File: src/rtl/aes_uart_ctrl.sv
// Sequencer between a byte-wide UART and a fixed-latency 128-bit AES pipeline:
// gathers 16 RX bytes, launches one block, waits out the latency, streams ciphertext to TX.
//
// state  | meaning
// IDLE   | no block in progress, waiting for the first RX byte
// RECV   | collecting plaintext bytes, inter-byte timeout running
// LAUNCH | aes_start high for this single cycle
// WAIT   | counting down the AES pipeline latency
// SEND   | presenting ciphertext bytes to UART TX
module aes_uart_ctrl #(
  parameter int AES_LATENCY = 11,
  parameter int TIMEOUT     = 100000
) (
  input  logic         clk,
  input  logic         rs,
  input  logic [7:0]   rx_data,
  input  logic         rx_valid,
  input  logic         tx_ready,
  output logic [7:0]   tx_data,
  output logic         tx_valid,
  output logic [127:0] aes_pt,
  output logic         aes_start,
  input  logic [127:0] aes_ct,
  output logic         busy,
  output logic         err_timeout,
  output logic         err_overrun
);

  localparam int TW = (TIMEOUT > 0) ? $clog2(TIMEOUT + 1) : 1;

  typedef enum logic [2:0] {S_IDLE, S_RECV, S_LAUNCH, S_WAIT, S_SEND} state_t;

  state_t         state_q, state_d;
  logic [3:0]     cnt_q, cnt_d;
  logic [7:0]     wait_q, wait_d;
  logic [TW-1:0]  tmo_q, tmo_d;
  logic [127:0]   rxbuf_q, rxbuf_d;
  logic [127:0]   pt_q, pt_d;
  logic [127:0]   ct_q, ct_d;
  logic           last_byte;
  logic           tmo_hit;

  assign last_byte = (cnt_q == 4'd15);
  // Expiry is the idle cycle that would bring the counter to TIMEOUT; a byte in that cycle wins.
  assign tmo_hit = (TIMEOUT > 0) && (state_q == S_RECV) && !rx_valid &&
                   (tmo_q == TW'(TIMEOUT - 1));

  always_ff @(posedge clk) begin
    if (rs) begin
      state_q <= S_IDLE;
      cnt_q   <= '0;
      wait_q  <= '0;
      tmo_q   <= '0;
      rxbuf_q <= '0;
      pt_q    <= '0;
      ct_q    <= '0;
    end else begin
      state_q <= state_d;
      cnt_q   <= cnt_d;
      wait_q  <= wait_d;
      tmo_q   <= tmo_d;
      rxbuf_q <= rxbuf_d;
      pt_q    <= pt_d;
      ct_q    <= ct_d;
    end
  end

  always_comb begin
    state_d = state_q;
    cnt_d   = cnt_q;
    wait_d  = wait_q;
    tmo_d   = tmo_q;
    rxbuf_d = rxbuf_q;
    pt_d    = pt_q;
    ct_d    = ct_q;
    unique case (state_q)
      S_IDLE: begin
        if (rx_valid) begin
          rxbuf_d = {120'b0, rx_data};
          cnt_d   = 4'd1;
          tmo_d   = '0;
          state_d = S_RECV;
        end
      end
      S_RECV: begin
        if (rx_valid) begin
          tmo_d = '0;
          if (last_byte) begin
            pt_d    = {rxbuf_q[119:0], rx_data};
            rxbuf_d = '0;
            cnt_d   = '0;
            state_d = S_LAUNCH;
          end else begin
            rxbuf_d = {rxbuf_q[119:0], rx_data};
            cnt_d   = cnt_q + 4'd1;
          end
        end else if (tmo_hit) begin
          rxbuf_d = '0;
          cnt_d   = '0;
          tmo_d   = '0;
          state_d = S_IDLE;
        end else if (TIMEOUT > 0) begin
          tmo_d = tmo_q + 1'b1;
        end
      end
      S_LAUNCH: begin
        wait_d  = 8'(AES_LATENCY);
        state_d = S_WAIT;
      end
      S_WAIT: begin
        if (wait_q == 8'd1) begin
          ct_d    = aes_ct;
          wait_d  = '0;
          state_d = S_SEND;
        end else begin
          wait_d = wait_q - 8'd1;
        end
      end
      S_SEND: begin
        if (tx_ready) begin
          ct_d = {ct_q[119:0], 8'h00};
          if (last_byte) begin
            cnt_d   = '0;
            state_d = S_IDLE;
          end else begin
            cnt_d = cnt_q + 4'd1;
          end
        end
      end
      default: state_d = S_IDLE;
    endcase
  end

  always_comb begin
    busy        = (state_q != S_IDLE);
    aes_start   = (state_q == S_LAUNCH);
    aes_pt      = pt_q;
    tx_valid    = (state_q == S_SEND);
    tx_data     = tx_valid ? ct_q[127:120] : 8'h00;
    err_timeout = tmo_hit;
    err_overrun = rx_valid &&
                  ((state_q == S_LAUNCH) || (state_q == S_WAIT) || (state_q == S_SEND));
  end

endmodule

File: config.mk
export PLATFORM = sky130hd
export DESIGN_NAME = aes_uart_ctrl
export DESIGN_NICKNAME = d
export VERILOG_FILES = /design/src/rtl/aes_uart_ctrl.sv
export SDC_FILE = /design/constraint.sdc
export NUM_CORES = 1
export LEC_CHECK = 0
export ABC_CLOCK_PERIOD_IN_PS = 1900
export CELL_PAD_IN_SITES_DETAIL_PLACEMENT = 0
export CELL_PAD_IN_SITES_GLOBAL_PLACEMENT = 1
export CORE_MARGIN = 8
export CORE_UTILIZATION = 24
export CTS_BUF_LIST = sky130_fd_sc_hd__clkbuf_4 sky130_fd_sc_hd__clkbuf_8 sky130_fd_sc_hd__clkbuf_16
export DETAILED_ROUTE_END_ITERATION = 16
export HOLD_SLACK_MARGIN = 0.08
export MAX_ROUTING_LAYER = met4
export PLACE_DENSITY = 0.53
export SLEW_MARGIN = 10
export SYNTH_ARGS = -nofsm -noshare
export SYNTH_HDL_FRONTEND = slang
export SYNTH_SLANG_ARGS = --single-unit
File: constraint.sdc
create_clock -name clk -period 1.9 [get_ports clk]
set_clock_uncertainty 0.2 [all_clocks]
set_input_delay 0.19 -clock clk [delete_from_list [all_inputs] [get_ports clk]]
set_output_delay 0.19 -clock clk [all_outputs]
set_load 0.1 [all_outputs]
# == Word-level counts from Yosys, hierarchy flattened ==
# Index checks and enable logic that the tools add are counted.
# totals
register_bits,408
in_bits,140
output_inout_bits,141
word_cells,70
# op_classes
addsub,3
eq_ne,13
muxes,29
n_reduce_logical,18
# ops
op,count
two-way mux 120 bit,4
two-way mux 128 bit,2
case mux 128 bit (2 select lines),1
case mux 120 bit (2 select lines),1
two-way mux 17 bit,3
case mux 17 bit (2 select lines),1
two-way mux 3 bit,7
two-way mux 4 bit,5
adder 17 x 1 -> 17 bit (second input constant),1
equality test 17 bit (second input constant),1
two-way mux 8 bit,2
case mux 8 bit (2 select lines),1
case mux 3 bit (5 select lines),1
case mux 4 bit (3 select lines),1
AND reduction 3 bit,3
equality test 8 x 1 -> 1 bit (second input constant),1
subtractor 8 x 1 -> 8 bit (second input constant),1
equality test 3 x 2 -> 1 bit (second input constant),2
!= test 2 bit (second input constant),3
!= test 3 bit (second input constant),2
AND reduction 6 bit,1
nonzero test 2 bit,3
nonzero test 3 bit,2
adder 4 x 1 -> 4 bit (second input constant),1
10 further kinds,13

# == Longest topological paths before layout ==
# Gate-level depths: netlist of the first run.
# logic_depth
depth_word,6
ltp_mapped,10
depth_no_buf,7

# == Worst setup path after synthesis of the first run ==
# No wires, ideal clock.
# synth_path
path_kind,flip-flop to output port
start,register state_q[0]
end,output tx_data[0]
t_arrival_ns,2.809
t_required_ns,1.510
slack_ns,-1.299
path_stages_with_launch,7
path_buffers,3
cell_sequence,dfxtp_1 -> buf_2 -> nand2b_1 -> nor2_2 -> buf_2 -> clkbuf_1 -> and2_1
# synth_via
elab_chain_len,2
# synth_rtl
item,line_no,text
start: declaration,33,"state_t state_q, state_d;"
start signal: assignment,58,state_q <= state_d;
equality test 3 bit,138,tx_valid = (state_q == S_SEND);
named net tx_valid,20,"output logic tx_valid,"
two-way mux 8 bit,139,tx_data = tx_valid ? ct_q[127:120] : 8'h00;
end: declaration,19,"output logic [7:0] tx_data,"
# The timed path passes the listed nets, and every way through them passes these cells.

# == Final worst setup path of the first run ==
# layout_path
start,register tmo_q[0]
end,output err_timeout
# layout_via
elab_chain_len,2
# layout_rtl
item,line_no,text
start: declaration,36,"logic [TW-1:0] tmo_q, tmo_d;"
start signal: assignment,61,tmo_q <= tmo_d;
equality test 17 bit,46,(tmo_q == TW'(TIMEOUT - 1));
logical AND 1 bit,45,assign tmo_hit = (TIMEOUT > 0) && (state_q == S_RECV) && !rx_valid &&
end: declaration,25,"output logic err_timeout,"
# Every way passes these cells.

==> results of run 1 <==
## registers in the layout, indices dropped and copies added, names as in the netlist
signal and cells:
tmo_q 17, aes_pt 128, ct_q 128, state_q 3, rxbuf_q 120, cnt_q 4, wait_q 8
## critical path: stages, from the launching register on
cell and delay [ps]:
dfxtp_2 350, ha_4 150, and4b_1 240, nand4_4 130, buf_6 160, nor2_4 100, buf_12 180
## logic make-up after synthesis
kind of cell               count (synthesis)
AOI/OAI and AO/OA                        423
xor gates and xnor gates                  16
adders and majority gates                  4
buffers and inverters                    142
DFF                                      408
muxes                                    121
and+or+nand+nor                          512
## report_power, final
| part | leakage, nW | internal, W | total, W | switching (W) |
|---|---|---|---|---|
| Combinational | 6.48 | 0.00235 | 0.00431 | 0.00197 |
| Sequential | 3.29 | 0.00870 | 0.00884 | 0.000144 |
| Clock | 0.845 | 0.00587 | 0.00971 | 0.00384 |
| Total | 10.6 | 0.0169 | 0.0229 | 0.00595 |
## worst max-delay path by stage
stage                  end     start  slack, ps  depth (start not counted)
2_1_floorplan  rxbuf_q[10]  tmo_q[1]       -120                          8
3_3_place_gp      tmo_q[6]  rx_valid       -350                          8
3_5_place_dp      cnt_q[0]  rx_valid       -360                          7
4_1_cts        err_timeout  tmo_q[0]       -420                          6
5_1_grt        err_timeout  tmo_q[8]       -460                          5
6_report       err_timeout  tmo_q[0]       -370                          6
## synth_stat cells (all sizes together) (6+ instances only)
library cell    n
inv             6
and4            6
a211oi        121
nor2          158
nand4           7
xor2           12
a22oi           8
clkbuf         62
buf            74
nand2b         10
a21oi         145
dfxtp         408
mux2i         121
a22o          112
nand2         272
and2            8
nand3          20
o21ai          17
## stage by stage
step	total power, W	hold WS (ps)	TNS, ps
2_1_floorplan	0.0103	120	-9210
3_3_place_gp	0.0113	244	-78820
3_5_place_dp	0.0113	249	-83640
4_1_cts	0.0223	80.7	-41980
5_1_grt	0.0238	89.6	-66180
6_report	0.0229	106	-44440
## what timing repair did
item,CTS,global route
pin swaps,126,155
setup buffers,65,42
hold buffers,78,0
hold endpoints to repair,243,0
gates resized for setup,179,443
gates cloned,44,53
endpoints found under the setup margin,392,413
## area by class of cell
type	instances	area [sq um]
flip-flops and latches	408	8190
repair buffers	648	8500
inverters	6	28.8
well taps	864	1080
clock buffers	70	1410
fillers	6141	37200
clock inverters	17	265
diodes	3	7.51
multi-input cells	1077	8780
## routing by layer
metal	vias to the layer above	routed length [um]
li1	6916	-
met1	6977	28300
met2	265	30800
met3	69	3140
met4	0	989
met5	-	0
==> impl_results.md, run 1 <==
* Most common cell after layout, fill and taps aside: dfxtp_1
* Synth Instances at 1626
* Largest net degree at the start of global routing at 64
* Final Hold Vio Count at 0
* Initial Util at 24.1%
* CTS tree: built
* Avg Inst Size Synth at 9.73 sq um
* Util after Layout at 43.1%
* Max Cap Viol at 0
* Reg2reg setup slack at -340 ps
* Die area at 0.0744 sq mm
* Die X at 273 um
* Chip height at 273 um
* Routed vias at 14227
* Syn nets at 1770
* Top post-synthesis cells by area: dfxtp_1, mux2i_1, nand2_1
* Port-buffer cells at 280
* XOR/XNOR Fraction of Synth Area at 0.886%
* First-pass GRT wire length at 86600 um
* Fmax at 440 MHz
* CTS Buf Count at 48
* Vias/cell at 4.60
* Kind of critical path: flip-flop to output pin
* Vias in the first global route at 14200
* WHS Path Cells at 3
* Seq cells post-synth at 408
* Post-synth top flop: dfxtp_1
* Simple-Gate Fraction of Synth Area at 13.9%
* Synth unique cells at 54
* GRT Overall Usage at 15.1%
* Htree depth at 2
* FFs w/ async S/R, synth at 0%
* Crit Reg-Reg Endpoint: rxbuf_q[62]
* DP Wirelength at 35600 um
* CTS root buf: clkbuf_16
* Clk pin slew, worst setup/hold paths at 60 ps
* Antenna viol nets, final at 0
* Hold crit path type: input pin to flip-flop
* Crit. End Element: output pin
* Min-Delay Endpoint: ct_q[122]
* R2r startpoint: tmo_q[0]
* Routed WL per cell at 20.4 um
* Fin crit period at 2270 ps
* Met1 Track Usage GR at 18.9%
* Post-synthesis mux area share at 7.66%
* Crit Path Max Fanout at 2
* Synth Area in Adders at 0.316%
* CTS Buffer Depth at 3
* Top-area cell type share of the netlist area at 51.6%
* Post-synthesis sequential area ratio at 51.6%
* CTS sink cnt at 408
* Met3 GRT Util at 3.73%
* Placement Cell Area at 0.0206 sq mm
* Final #Nets at 2333
* Yosys warnings at 0
* Most frequent cells in the layout: dfxtp_1, nand2_1, buf_4, clkdlybuf4s50_1
* Final Cycle Share at 120%
* Max-slew violations at 0
* Largest family of logic cells by synthesized area: compound AO/OA/AOI/OAI gates
* EDFF count, synth at 0
* Num rows at 94
* Placed Instances at 2744
* Dpl ws at -361 ps
* Core Region at 0.0655 sq mm
* Post-Layout Cell Count at 3093
* Share of cells above drive strength 1 at 42.4%
* Final instance area at 0.0283 sq mm
* IO Count at 281
* Grt total ovfl at 0
* DR DRC count at 0
* Worst slew margin relative to its limit at 65.2%
* Placer congestion estimate at 0.749
* VDD IR max at 0.000621 V
* Most Crowded Layer GR: met2
* Synth Area in Compound Gates at 21.1%
* Pleak at 10.6 nW
* Worst Path Required at 1510 ps
* PnR worst setup slack at -371 ps
* Status: finished, violations left
* CP Launch Type: flip-flop
* Reg2Reg Depth at 10
* 1st-pass router iterations at 5
* Pwr Density at 809 mW/mm^2
* Detailed Route Iter0 Violations at 642
* Worst Path Arrival at 1880 ps
* Syn Std Cell Area at 0.0158 sq mm
* GRT met2 Usage at 24.5%
* Final setup viols at 278
* Skew-Pair Late Insertion Delay at 600 ps
* RSZ-0062 raised after global routing: yes
* Violated checks: setup timing
* HP Start: aes_ct[122]
* Area leader, netlist: dfxtp_1
* Initial antenna violation count at 3
* Slew @ Worst Pin at 518 ps
* Final wirelength at 63200 um
* Area growth syn-to-layout at 78.7%
Note: power is estimated with default switching activity, not from simulation.
==> run 2, diff against run 1 <==
Settings changed: CORE_UTILIZATION 24 to 36, PLACE_DENSITY 0.53 to 0.74.
==> impl_results.md, run 2 (same netlist as run 1, synthesis figures left out) <==
* Max Cap Viol at 0
* Share of cells above drive strength 1 at 35.2%
* Crit Path Max Fanout at 21
* Util after Layout at 59.3%
* Final Hold Vio Count at 0
* Die X at 226 um
* Max stage delay on crit path at 370 ps
* Antenna viol nets, final at 0
* PnR worst setup slack at -360 ps
* Final Cycle Share at 119%
* Grt total ovfl at 0
* Worst Path Arrival at 2500 ps
* Routed WL per cell at 20.1 um
* Fin crit period at 2260 ps
* Vias in the first global route at 14134
* Crit. End Element: flip-flop
* Die area at 0.0509 sq mm
* Initial antenna violation count at 6
* Worst Path Required at 2140 ps
* Area growth syn-to-layout at 62.3%
* Crit-path slowest cell: dfxtp_4
* Detailed Route Iter0 Violations at 778
* Routed vias at 14029
* Final setup viols at 259
* Chip height at 226 um
* CTS Buf Count at 45
* Worst-path cell chain: ha_4, and4b_2, nand4_4, buf_4, a21oi_4, nor2_4, buf_12, bufbuf_16, a22o_1
* Most common cell after layout, fill and taps aside: dfxtp_1
* Area of the multi-input gates at 0.00811 sq mm
* Fill count at 3527
* Worst slew margin relative to its limit at 61.0%
* Slew @ Worst Pin at 584 ps
* CTS tree: built
* Port-buffer cells at 280
* Clk pin slew, worst setup/hold paths at 60 ps
* First-pass GRT wire length at 81500 um
* CTS Buffer Depth at 3
* Vias/cell at 5.15
* Final wirelength at 54900 um
* Initial Util at 36.6%
* Core Region at 0.0433 sq mm
* VDD IR max at 0.000736 V
* CP Launch Type: flip-flop
* GRT Overall Usage at 20.7%
* CTS sink cnt at 408
* Max-slew violations at 0
* Violated checks: setup timing
* Num rows at 76
* Largest net degree at the start of global routing at 93
* Kind of critical path: flip-flop to flip-flop
* IO Count at 281
* Htree depth at 2
* 1st-pass router iterations at 5
* RSZ-0062 raised after global routing: yes
* Setup_tns at -50640 ps
* DR DRC count at 0
* Placer congestion estimate at 0.812
* Fmax at 442 MHz
* CTS root buf: clkbuf_16
* Pwr Density at 814 mW/mm^2
* CP top delay family: buffers and inverters
* FF/Latch Area at 0.00819 sq mm
* Pleak at 9.33 nW
* Most frequent cells in the layout: dfxtp_1, nand2_1, buf_4, a21oi_1, clkdlybuf4s50_1
* Worst path bufs/invs at 3
* Status: finished, violations left
* Skew-Pair Late Insertion Delay at 570 ps
* Hold crit path type: input pin to flip-flop
* Final #Nets at 2245
* DP Wirelength at 33600 um
==> run 2: changes by cell type in the layout (fill, tap and decap cells not counted), moves of 10 or more <==
| cell | before | now |
|---|---|---|
| buf_8 | 24 | 12 |
| nor2_2 | 29 | 15 |
| buf_12 | 94 | 120 |
| a21oi_2 | 67 | 2 |
| nand2_2 | 21 | 0 |
| nand2_1 | 215 | 269 |
| nand3_1 | 10 | 20 |
| nand2_4 | 35 | 3 |
| dlygate4sd3_1 | 78 | 31 |
| clkbuf_16 | 88 | 56 |
| a21oi_1 | 75 | 140 |
| buf_16 | 41 | 21 |
==> run 2: path summary, 6_finish.rpt <==
check                   start          end  slack (ps)  cells past startpoint
setup reg to reg     tmo_q[0]  rxbuf_q[74]        -360                      9
hold / removal    aes_ct[126]    ct_q[126]         110                      3
setup / recovery     tmo_q[0]  rxbuf_q[74]        -360                      9
hold reg to reg    aes_pt[64]   aes_pt[64]         250                      2
==> run 2: cell type report <==
| cell class | count | area share, % |
|---|---|---|
| clock buffer | 67 | 5.43 |
| sequential | 408 | 31.9 |
| tap | 585 | 2.85 |
| multi-input combinational | 1076 | 31.6 |
| clock inverter | 13 | 0.575 |
| inverter | 6 | 0.117 |
| antenna | 6 | 0.0585 |
| timing repair buffer | 564 | 27.5 |
==> run 2: what timing repair did <==
item	in CTS	in global routing
buffers inserted	63	43
gates cloned	31	10
hold buffers	31	0
hold endpoints to repair	110	0
endpoints found under the setup margin	386	400
resized for setup	206	211
pin swaps	61	82
==> run 2: metal layers <==
layer  part of all wire, %  track usage (%)
met1                    44             26.0
met2                    49             32.8
met3                   5.9             5.02
met4                   2.0             5.91
met5                     0                -
==> run 2: report_power, final <==
group / total, W / internal (W) / switching (W)
clock network: 0.00899 / 0.00548 / 0.00352
registers: 0.00883 / 0.00869 / 0.000134
logic: 0.00308 / 0.00150 / 0.00158
total: 0.0209 / 0.0157 / 0.00523
==> run 2: worst min-delay path, cell delays in order <==
cell	delay, ps
clkdlybuf4s50_1	400
mux2i_1	160
a211oi_2	80
==> run 2: through the flow <==
step	total power, W	worst slack, ps	area, sq um	hold slack, ps	cells
CTS	0.0208	-415	24800	80.2	2700
global placement	0.0112	-341	20800	244	2498
global route	0.0217	-438	25700	89.6	2725
floorplan	0.0103	-120	16000	120	1626
finish	0.0209	-360	25700	110	2725
detailed placement	0.0113	-379	20800	247	2498
